===== config.mk =====
export PLATFORM = sky130hd
export DESIGN_NAME = ram_fifo_ctrl
export DESIGN_NICKNAME = d
export VERILOG_FILES = /design/src/rtl/ram_fifo_ctrl_pkg.sv /design/src/rtl/ram_fifo_ctrl.sv
export SDC_FILE = /design/constraint.sdc
export NUM_CORES = 1
export LEC_CHECK = 0
export CAP_MARGIN = 20
export CORE_MARGIN = 2
export CORE_UTILIZATION = 48
export DETAILED_ROUTE_END_ITERATION = 7
export HOLD_SLACK_MARGIN = 0.1
export PLACE_DENSITY = 0.8
export SYNTH_ARGS = -nofsm -noshare
export SYNTH_HDL_FRONTEND = slang
export SYNTH_SLANG_ARGS = --single-unit

===== constraint.sdc =====
create_clock -name clk -period 3.4 [get_ports clk]
set_input_delay 0.68 -clock clk [delete_from_list [all_inputs] [get_ports clk]]
set_output_delay 0.68 -clock clk [all_outputs]
set_load 0.01 [all_outputs]

===== src/rtl/ram_fifo_ctrl_pkg.sv =====
// Shared defaults and types for the ram-backed FIFO controller.
// Latency: n/a (declarations only).
// Backpressure: n/a (declarations only).
package ram_fifo_ctrl_pkg;

    // Default geometry, shared with the ram instantiated beside the controller.
    localparam int DEF_ADDR_WIDTH = 8;
    localparam int DEF_DATA_WIDTH = 8;

    // What the single ram port is doing in the current cycle.
    typedef enum logic [1:0] {
        RAM_IDLE  = 2'd0,
        RAM_READ  = 2'd1,
        RAM_WRITE = 2'd2
    } ram_op_e;

endpackage


===== src/rtl/ram_fifo_ctrl.sv =====
// FIFO controller over an external single-port ram (async read, sync write) plus one output register.
// Latency: push into an empty FIFO shows at pop 1 cycle later (bypass); otherwise via a ram read into the head.
// Backpressure: push_ready depends only on state and pop_ready; pushes stall on head-refill read cycles and when full.
//
// Ports:
//   clk, reset            rising-edge clock, synchronous active-high reset
//   flush                 synchronous clear of pointers/count/head (ram contents untouched)
//   push_valid/data/ready producer handshake
//   pop_valid/data/ready  consumer handshake, pop_data is registered
//   level                 entries held = ram count + head register
//   ram_addr/wdata/wr     to the ram; ram_rdata is its combinational read of mem[ram_addr]
module ram_fifo_ctrl
    import ram_fifo_ctrl_pkg::*;
#(
    parameter int ADDR_WIDTH = DEF_ADDR_WIDTH,
    parameter int DATA_WIDTH = DEF_DATA_WIDTH,
    parameter int DEPTH      = 2 ** ADDR_WIDTH   // must equal 2**ADDR_WIDTH so pointers wrap naturally
) (
    input  logic                  clk,
    input  logic                  reset,
    input  logic                  flush,
    input  logic                  push_valid,
    input  logic [DATA_WIDTH-1:0] push_data,
    output logic                  push_ready,
    output logic                  pop_valid,
    output logic [DATA_WIDTH-1:0] pop_data,
    input  logic                  pop_ready,
    output logic [ADDR_WIDTH:0]   level,
    output logic [ADDR_WIDTH-1:0] ram_addr,
    output logic [DATA_WIDTH-1:0] ram_wdata,
    output logic                  ram_wr,
    input  logic [DATA_WIDTH-1:0] ram_rdata
);

    localparam logic [ADDR_WIDTH:0] FULL_CNT = (ADDR_WIDTH + 1)'(DEPTH);

    logic [ADDR_WIDTH-1:0] wr_ptr;
    logic [ADDR_WIDTH-1:0] rd_ptr;
    logic [ADDR_WIDTH:0]   ram_cnt;

    logic    out_free;
    logic    rd_req;
    logic    bypass;
    logic    push_fire;
    logic    wr_en;
    ram_op_e ram_op;

    // The head register can take a new value when it is empty or being drained now.
    assign out_free = !pop_valid || pop_ready;
    assign rd_req   = (ram_cnt != '0) && out_free;
    // With nothing in the ram, a push can skip the ram and land in the head directly.
    assign bypass   = (ram_cnt == '0) && out_free;

    // rd_req and a ram write are mutually exclusive: the read owns the port, so pushes
    // that would need the ram wait one cycle. bypass and rd_req are also exclusive.
    assign push_ready = bypass || (!rd_req && (ram_cnt != FULL_CNT));
    assign push_fire  = push_valid && push_ready;
    assign wr_en      = push_fire && !bypass;

    assign level = ram_cnt + {{ADDR_WIDTH{1'b0}}, pop_valid};

    always_comb begin
        ram_op = RAM_IDLE;
        if (rd_req) begin
            ram_op = RAM_READ;
        end else if (wr_en) begin
            ram_op = RAM_WRITE;
        end
    end

    // Idle cycles park the address on wr_ptr so the write path is already set up.
    assign ram_addr  = (ram_op == RAM_READ) ? rd_ptr : wr_ptr;
    assign ram_wdata = push_data;
    assign ram_wr    = (ram_op == RAM_WRITE) && !reset;

    always_ff @(posedge clk) begin
        if (reset || flush) begin
            wr_ptr    <= '0;
            rd_ptr    <= '0;
            ram_cnt   <= '0;
            pop_valid <= 1'b0;
            pop_data  <= '0;
        end else begin
            // Head register: refill from ram first, else bypass a push, else drain.
            if (rd_req) begin
                pop_data  <= ram_rdata;
                pop_valid <= 1'b1;
                rd_ptr    <= rd_ptr + 1'b1;
            end else if (bypass && push_fire) begin
                pop_data  <= push_data;
                pop_valid <= 1'b1;
            end else if (pop_valid && pop_ready) begin
                pop_valid <= 1'b0;
            end

            if (wr_en) begin
                wr_ptr <= wr_ptr + 1'b1;
            end

            if (rd_req) begin
                ram_cnt <= ram_cnt - 1'b1;
            end else if (wr_en) begin
                ram_cnt <= ram_cnt + 1'b1;
            end
        end
    end

endmodule


==> impl_metrics.tcl, run 1 <==
set metrics [dict create \
    period_share 0.945 \
    synth_xor_area_frac 0.104 \
    fin_skew_ns 0.00620 \
    gp_congestion 0.804 \
    yosys.area_share.simple 0.216 \
    grt_pass1_wl_um 8010 \
    grt_pass1_vias 1745 \
    dr.pass1.iters 4 \
    muxShareOfSynthArea 0.0572 \
    drv_slew 0 \
    diodes 0 \
    synth_edf_count 0 \
    min_to "pop_data[6]" \
    syn-cell-area_um2 2100 \
    syn_avg_cell_area_um2 8.79 \
    drt_wl_total_um 4880 \
    async_reset_ff_frac 0 \
    path_clk_slew_ns 0.07 \
    ys_dominant_reg_cell "dfxtp_1" \
    yosys.area.top_type "dfxtp_1" \
    synthCells 239 \
    status "finished, final reports clean" \
    setup_viol 0 \
    rows 24 \
    r2r_start "ram_cnt[2]" \
    synth-seq-cells 34 \
    synth_fa_ha_area_frac 0.0750 \
    cts_tree "yes" \
    finish.utilization 0.641 \
    overflow 0 \
    synth_compound_area_frac 0.155 \
    viasPerCell 5.60 \
    grt_usage 0.203 \
    synthTopCellsByCount "dfxtp_1 (34), nor2_1 (20), o22ai_1 (16)" \
    cp_max_fo 25 \
    htreeDepth 2 \
    synth_top_family_by_area "simple AND/OR/NAND/NOR gates" \
    synth_cell_types 44 \
    synth_top_area_frac 0.324 \
    r2r_cells 9 \
    clock_latency_ns 0.29 \
    pwr_density_cell_nw_per_um2 816 \
    core_um2 4290 \
    synthMostInstantiatedCell "dfxtp_1" \
    hold_violations 0 \
    drc 0 \
    hpwl_um 3660 \
    vias 1908 \
    area_growth_pct 31.1 \
    cts_hold_buf 0 \
    syn-num-nets 272 \
    drt_iter0_markers 92 \
    p_leak_uw 0.00108 \
    die_y_um 70.2 \
    synth.area.top_cells "dfxtp_1 (32%), ha_1 (6.6%), xor2_1 (5.4%), xnor2_1 (5.0%), o22ai_1 (4.8%)" \
    required_ns 2.72 \
    totalNegativeSetupSlack_ns 0 \
    die_w_um 70.2 \
    reg2reg_slack_ns 0.67 \
    min_path_type "flip-flop to flip-flop" \
    ys_warn_count 0 \
    slew_headroom 0.670 \
    grt_max_degree 27 \
    cts.sinks 34 \
    cts_resized 0 \
    period_needed_ns 3.21 \
    worst_pin_slew_ns 0.495 \
    fillers 381 \
    seq_area_frac_synth 0.324 \
    initial_core_util 0.489 \
    io_buffer_count 56 \
    r2r-end "ram_cnt[8]" \
    rsz0062_at_grt "false" \
    dieArea_um2 4920 \
    pin_count 57 \
    drive_gt1_frac 0.0727 \
    cp-end-kind "output port" \
    post-cts-setup-buffers 0 \
    cts_root_buf "clkbuf_8" \
    antenna_found_initial 0 \
    clk_path_buf_depth 2 \
    critPathLaunchType "input pin" \
    wl_per_cell_um 14.3 \
    path_class "input pin to output port" \
    hold_start "pop_data[6]" \
    cts_buffers 5 \
    ant_nets 0 \
    cap_violations 0 \
    nets 321 \
    arrival_ns 2.53 \
    whs_path_depth 2 \
    fmax_ghz 0.311 \
    ir_worst_vdd_uv 414 \
]
[power by group]
group          total (uW)  switching [uW]  internal (uW)
clock network         317             154            163
logic                1350             689            666
registers             577             106            471
total                2250             948           1300
[area by class of cell]
| class | instances | area, um2 | area share |
|---|---|---|---|
| flip-flops and latches | 34 | 681 | 0.247 |
| inverters | 11 | 41.3 | 0.0150 |
| clock inverters | 2 | 12.5 | 0.00454 |
| repair buffers | 59 | 596 | 0.216 |
| multi-input cells | 177 | 1280 | 0.463 |
| well taps | 52 | 65.1 | 0.0236 |
| clock buffers | 6 | 82.6 | 0.0300 |
[logic make-up (layout without fill, tap and decap cells)]
family                   Yosys count  count (layout)
multiplexers                      11              11
adder cells (fa/ha/maj)           12              12
XOR/XNOR                          25              25
buffers and inverters             28              78
AND/OR/NAND/NOR                   78              78
AO/OA/AOI/OAI                     51              51
flip-flops                        34              34
[through the flow]
stage	setup slack (ns)	total power, uW	cell area, um2	hold WS [ns]	std cells
after floorplan	0.792	1510	2100	0.467	239
after detailed placement	0.198	1940	2660	0.456	333
after global routing	0.129	2410	2750	0.489	341
after CTS	0.186	2260	2750	0.469	341
final	0.188	2250	2750	0.466	341
after global placement	0.243	1900	2660	0.437	333
[worst max-delay path by stage]
stage | endpoint | depth (start not counted) | from
after global placement | ram_addr[0] | 6 | pop_ready
after detailed placement | ram_addr[0] | 6 | pop_ready
final | ram_addr[2] | 6 | pop_ready
after global routing | ram_addr[4] | 6 | pop_ready
after CTS | ram_addr[2] | 6 | pop_ready
after floorplan | ram_cnt[8] | 9 | pop_ready
[critical path: stages]
cell and delay (ns):
clkdlybuf4s50_1 0.49, nor2b_1 0.08, a31oi_2 0.23, buf_12 0.21
mux2_1 0.33, clkdlybuf4s50_1 0.49
[cell usage in the layout, fill, tap and decap left out, types with 2 or more instances in the layout]
cell and n:
clkbuf_8 6, nand4_1 8, and3_1 6, xnor2_1 12
or2_2 2, nand2b_1 3, a31oi_1 2, nor2_1 20
o21ai_1 2, a211oi_1 2, a21oi_1 11, nand3_1 7
nor4_4 2, inv_1 11, and4_1 2, o21ai_0 5
xor2_1 13, nand2_1 11, nor2b_1 2, nor3_2 2
nor3_1 4, mux2_1 8, dfxtp_1 34, mux2i_1 3
o22ai_1 16, ha_1 11, a31oi_2 2, o211ai_1 5
clkdlybuf4s50_1 56, a21o_1 3, or3_1 2, buf_4 2
[routing by layer]
metal	routed length [um]	part of all wire	GRT usage
met4	79	0.016	0.0705
met2	2390	0.49	0.349
met5	0	0	0
met1	2110	0.43	0.244
met3	299	0.061	0.0534
[sequential cells by signal, summed over array words and instances, names as in the netlist]
name,flops
rd_ptr,8
ram_cnt,9
pop_valid,1
pop_data,8
wr_ptr,8
Note: power is estimated with default switching activity, not from simulation.
==> inputs of run 2 (changes only) <==
- ABC_CLOCK_PERIOD_IN_PS: default -> 4100
- CORE_UTILIZATION: 48 -> 52
- GPL_TIMING_DRIVEN: default -> 0
- PLACE_DENSITY: 0.8 -> 0.85
- clock period: 3.4 -> 4.1 ns (I/O delays scaled with it)
==> impl_metrics.tcl, run 2 (synthesized netlist as in run 1, its figures left out) <==
set metrics [dict create \
    status "finished, final reports clean" \
    grt_pass1_wl_um 8540 \
    cts_buffers 5 \
    cp-end-kind "output port" \
    dr.pass1.iters 4 \
    cts_root_buf "clkbuf_8" \
    cts_resized 0 \
    area_growth_pct 35.0 \
    cts.sinks 34 \
    dieArea_um2 4560 \
    setup_viol 0 \
    ant_nets 0 \
    slowest_delay_ns 0.51 \
    worst_pin_slew_ns 0.495 \
    period_needed_ns 3.81 \
    antenna_found_initial 0 \
    totalNegativeSetupSlack_ns 0 \
    rows 23 \
    p_leak_uw 0.00114 \
    crit_start "pop_ready" \
    initial_core_util 0.533 \
    post-cts-setup-buffers 0 \
    overflow 0 \
    io_buffer_count 56 \
    fmax_ghz 0.263 \
    path_class "input pin to output port" \
    worst_slack_ns 0.295 \
    drv_slew 0 \
    cts_tree "yes" \
    gp_congestion 0.818 \
    die_y_um 67.6 \
    critPathLaunchType "input pin" \
    vias 1975 \
    grt_pass1_vias 1945 \
    diodes 0 \
    cts_hold_buf 0 \
    path_clk_slew_ns 0.07 \
    fillers 309 \
    path_cells "clkdlybuf4s50_1 > nor2b_1 > a31oi_2 > buf_2 > mux2_1 > clkdlybuf4s50_1" \
    hold_start "pop_data[6]" \
    htreeDepth 2 \
    viasPerCell 5.61 \
    arrival_ns 2.99 \
    cp_max_fo 10 \
    pwr_density_cell_nw_per_um2 677 \
    required_ns 3.28 \
    slowest_stage "clkdlybuf4s50_1" \
    core_um2 3940 \
    layout_commonest_cell "clkdlybuf4s50_1" \
    slew_headroom 0.670 \
    fin_skew_ns 0.00890 \
    die_w_um 67.6 \
    drt_wl_total_um 5350 \
    hold_violations 0 \
    grt_max_degree 18 \
    drt_iter0_markers 66 \
    nets 335 \
    mostFrequentLayoutCells "clkdlybuf4s50_1 (56), dfxtp_1 (34), nor2_1 (20)" \
    pin_count 57 \
    cap_violations 0 \
    dp_slack_ns 0.340 \
    r2r_start "ram_cnt[8]" \
    drc 0 \
    largest_reg_flops 9 \
    min_path_type "flip-flop to flip-flop" \
    drive_gt1_frac 0.0993 \
    regMostFlops "ram_cnt" \
    clock_latency_ns 0.29 \
    hpwl_um 3890 \
    rsz0062_at_grt "false" \
    ir_worst_vdd_uv 329 \
    grt_usage 0.248 \
    period_share 0.928 \
    crit_top_cell "clkdlybuf4s50_1" \
    clk_path_buf_depth 2 \
    wl_per_cell_um 15.2 \
]
[run 2: cell count changes in the layout (fill, tap and decap cells not counted), sizes merged]
cell	previous run	this run
clkbuf	6	9
clkinvlp	1	0
bufinv	0	1
clkinv	1	0
buf	3	14
[run 2: through the flow]
stage | util | power (uW) | area (um2) | hold slack [ns] | cells
global route | 0.719 | 2070 | 2840 | 0.479 | 352
finish | 0.719 | 1920 | 2840 | 0.448 | 352
detailed placement | 0.691 | 1590 | 2720 | 0.440 | 345
floorplan | - | 1250 | 2100 | 0.467 | 239
CTS | 0.719 | 1920 | 2840 | 0.451 | 352
global placement | 0.691 | 1550 | 2720 | 0.436 | 345
[run 2: area by class of cell]
type                       count  area (um2)  area share
buffer                        17         103      0.0362
clock buffer                   6        82.6      0.0291
clock inverter                 1        30.0      0.0106
inverter                      11        41.3      0.0146
multi-input combinational    177        1280       0.450
sequential                    34         681       0.240
tap                           50        62.6      0.0221
timing repair buffer          56         561       0.198
[run 2: worst paths after layout]
| kind | endpoint | slack, ns | depth (start not counted) |
|---|---|---|---|
| setup reg to reg | ram_cnt[8] | 1.08 | 10 |
| hold / removal | pop_data[6] | 0.45 | 2 |
| setup / recovery | ram_addr[1] | 0.29 | 6 |
| hold reg to reg | pop_data[6] | 0.45 | 2 |
[run 2: worst max-delay path, delay by kind of cell]
family                 cells  cell delay (ns)
AO/OA/AOI/OAI              1             0.37
buffers and inverters      3             1.34
multiplexers               1             0.36
AND/OR/NAND/NOR            1             0.10
[run 2: power by group]
part / internal, uW / switching, uW / leakage, uW
logic: 532 / 604 / 0.000802
registers: 391 / 75.9 / 0.000277
clock network: 194 / 123 / 0.0000573
total: 1120 / 804 / 0.00114
[run 2: layer usage]
layer / GRT usage / routed length (um)
met1: 0.268 / 2250
met2: 0.456 / 2640
met3: 0.0600 / 357
met4: 0.105 / 102
met5: 0 / 0
==> inputs of run 3 (changes only) <==
- GPL_TIMING_DRIVEN: 0 -> default
- REMOVE_ABC_BUFFERS: default -> 1
==> impl_metrics.tcl, run 3 (synthesized netlist as in run 1, its figures left out) <==
set metrics [dict create \
    period_share 0.864 \
    regMostFlops "ram_cnt" \
    hpwl_um 3730 \
    p_leak_uw 0.00108 \
    cts_buffers 5 \
    ir_worst_vdd_uv 420 \
    setup_viol 0 \
    fillers 325 \
    grt_max_degree 27 \
    whs_path_depth 2 \
    clk_path_buf_depth 2 \
    initial_core_util 0.533 \
    antenna_found_initial 0 \
    grt_pass1_vias 1772 \
    multi_input_area_um2 1280 \
    grt_usage 0.225 \
    cts_resized 0 \
    die_w_um 67.6 \
    cts_hold_buf 0 \
    fin_skew_ns 0.00725 \
    drv_slew 0 \
    core_um2 3940 \
    drc 0 \
    cp-end-kind "output port" \
    path_class "input pin to output port" \
    ant_nets 0 \
    rows 23 \
    critPathLaunchType "input pin" \
    rsz0062_at_grt "false" \
    viasPerCell 5.58 \
    drt_iter0_markers 80 \
    fmax_ghz 0.282 \
    drt_wl_total_um 4880 \
    io_buffer_count 56 \
    power_uw 1840 \
    dieArea_um2 4560 \
    cap_violations 0 \
    cts_tree "yes" \
    r2r_start "ram_cnt[3]" \
    seqCellArea_um2 681 \
    cts_root_buf "clkbuf_8" \
    period_needed_ns 3.54 \
    largest_reg_flops 9 \
    layout_commonest_cell "clkdlybuf4s50_1" \
    pwr_density_cell_nw_per_um2 670 \
    cp_max_fo 19 \
    overflow 0 \
    worst_pin_slew_ns 0.485 \
    die_y_um 67.6 \
    place_area_um2 2640 \
    vias 1891 \
    mostFrequentLayoutCells "clkdlybuf4s50_1 (56), dfxtp_1 (34), nor2_1 (20)" \
    area_growth_pct 30.4 \
    nets 321 \
    r2r_cells 9 \
    dr.pass1.iters 4 \
    grt_pass1_wl_um 7750 \
    clock_latency_ns 0.29 \
    drive_gt1_frac 0.0727 \
    htreeDepth 2 \
    required_ns 3.28 \
    gp_congestion 0.845 \
    diodes 0 \
    worst_slack_ns 0.556 \
    cts.sinks 34 \
    totalNegativeSetupSlack_ns 0 \
    min_path_type "flip-flop to flip-flop" \
    crit_start "pop_ready" \
    path_clk_slew_ns 0.07 \
    post-cts-setup-buffers 0 \
    slew_headroom 0.676 \
    dp_slack_ns 0.560 \
    wl_per_cell_um 14.4 \
    pin_count 57 \
    hold_violations 0 \
    status "finished, final reports clean" \
    fin_area_um2 2740 \
    arrival_ns 2.72 \
    hold_start "pop_data[6]" \
]
==> run 3: path summary, 6_finish.rpt <==
check | to | slack [ns]
max | ram_addr[3] | 0.56
min | pop_data[6] | 0.47
max reg2reg | ram_cnt[8] | 1.36
min reg2reg | pop_data[6] | 0.47
==> run 3: worst max-delay path, cell delays in order <==
cell and delay [ns]:
clkdlybuf4s50_1 0.50, nor2b_1 0.08, a31oi_2 0.17, buf_4 0.28, mux2_1 0.36, clkdlybuf4s50_1 0.51
==> run 3: through the flow <==
step | hold WS [ns] | cells | utilization
2_1_floorplan | 0.467 | 222 | -
4_1_cts | 0.475 | 339 | 0.695
3_5_place_dp | 0.448 | 331 | 0.671
6_report | 0.475 | 339 | 0.695
5_1_grt | 0.496 | 339 | 0.695
3_3_place_gp | 0.445 | 331 | 0.671
==> run 3: cell type report <==
class / instances / area share
Clock buffer: 6 / 0.0302
Inverter: 11 / 0.0151
Timing Repair Buffer: 59 / 0.213
Multi-Input combinational cell: 177 / 0.466
Clock inverter: 2 / 0.00457
Sequential cell: 34 / 0.249
Tap cell: 50 / 0.0228
==> run 3: power by group <==
group / switching, uW / total [uW] / internal [uW]
clock: 125 / 260 / 135
sequential: 92.7 / 483 / 391
combinational: 560 / 1090 / 531
==> run 3: metal layers <==
metal / global-route usage / share of wire / vias up
met5: 0 / 0 / -
met2: 0.387 / 0.50 / 47
met4: 0.0867 / 0.014 / 0
li1: - / - / 957
met1: 0.261 / 0.43 / 880
met3: 0.0667 / 0.055 / 7
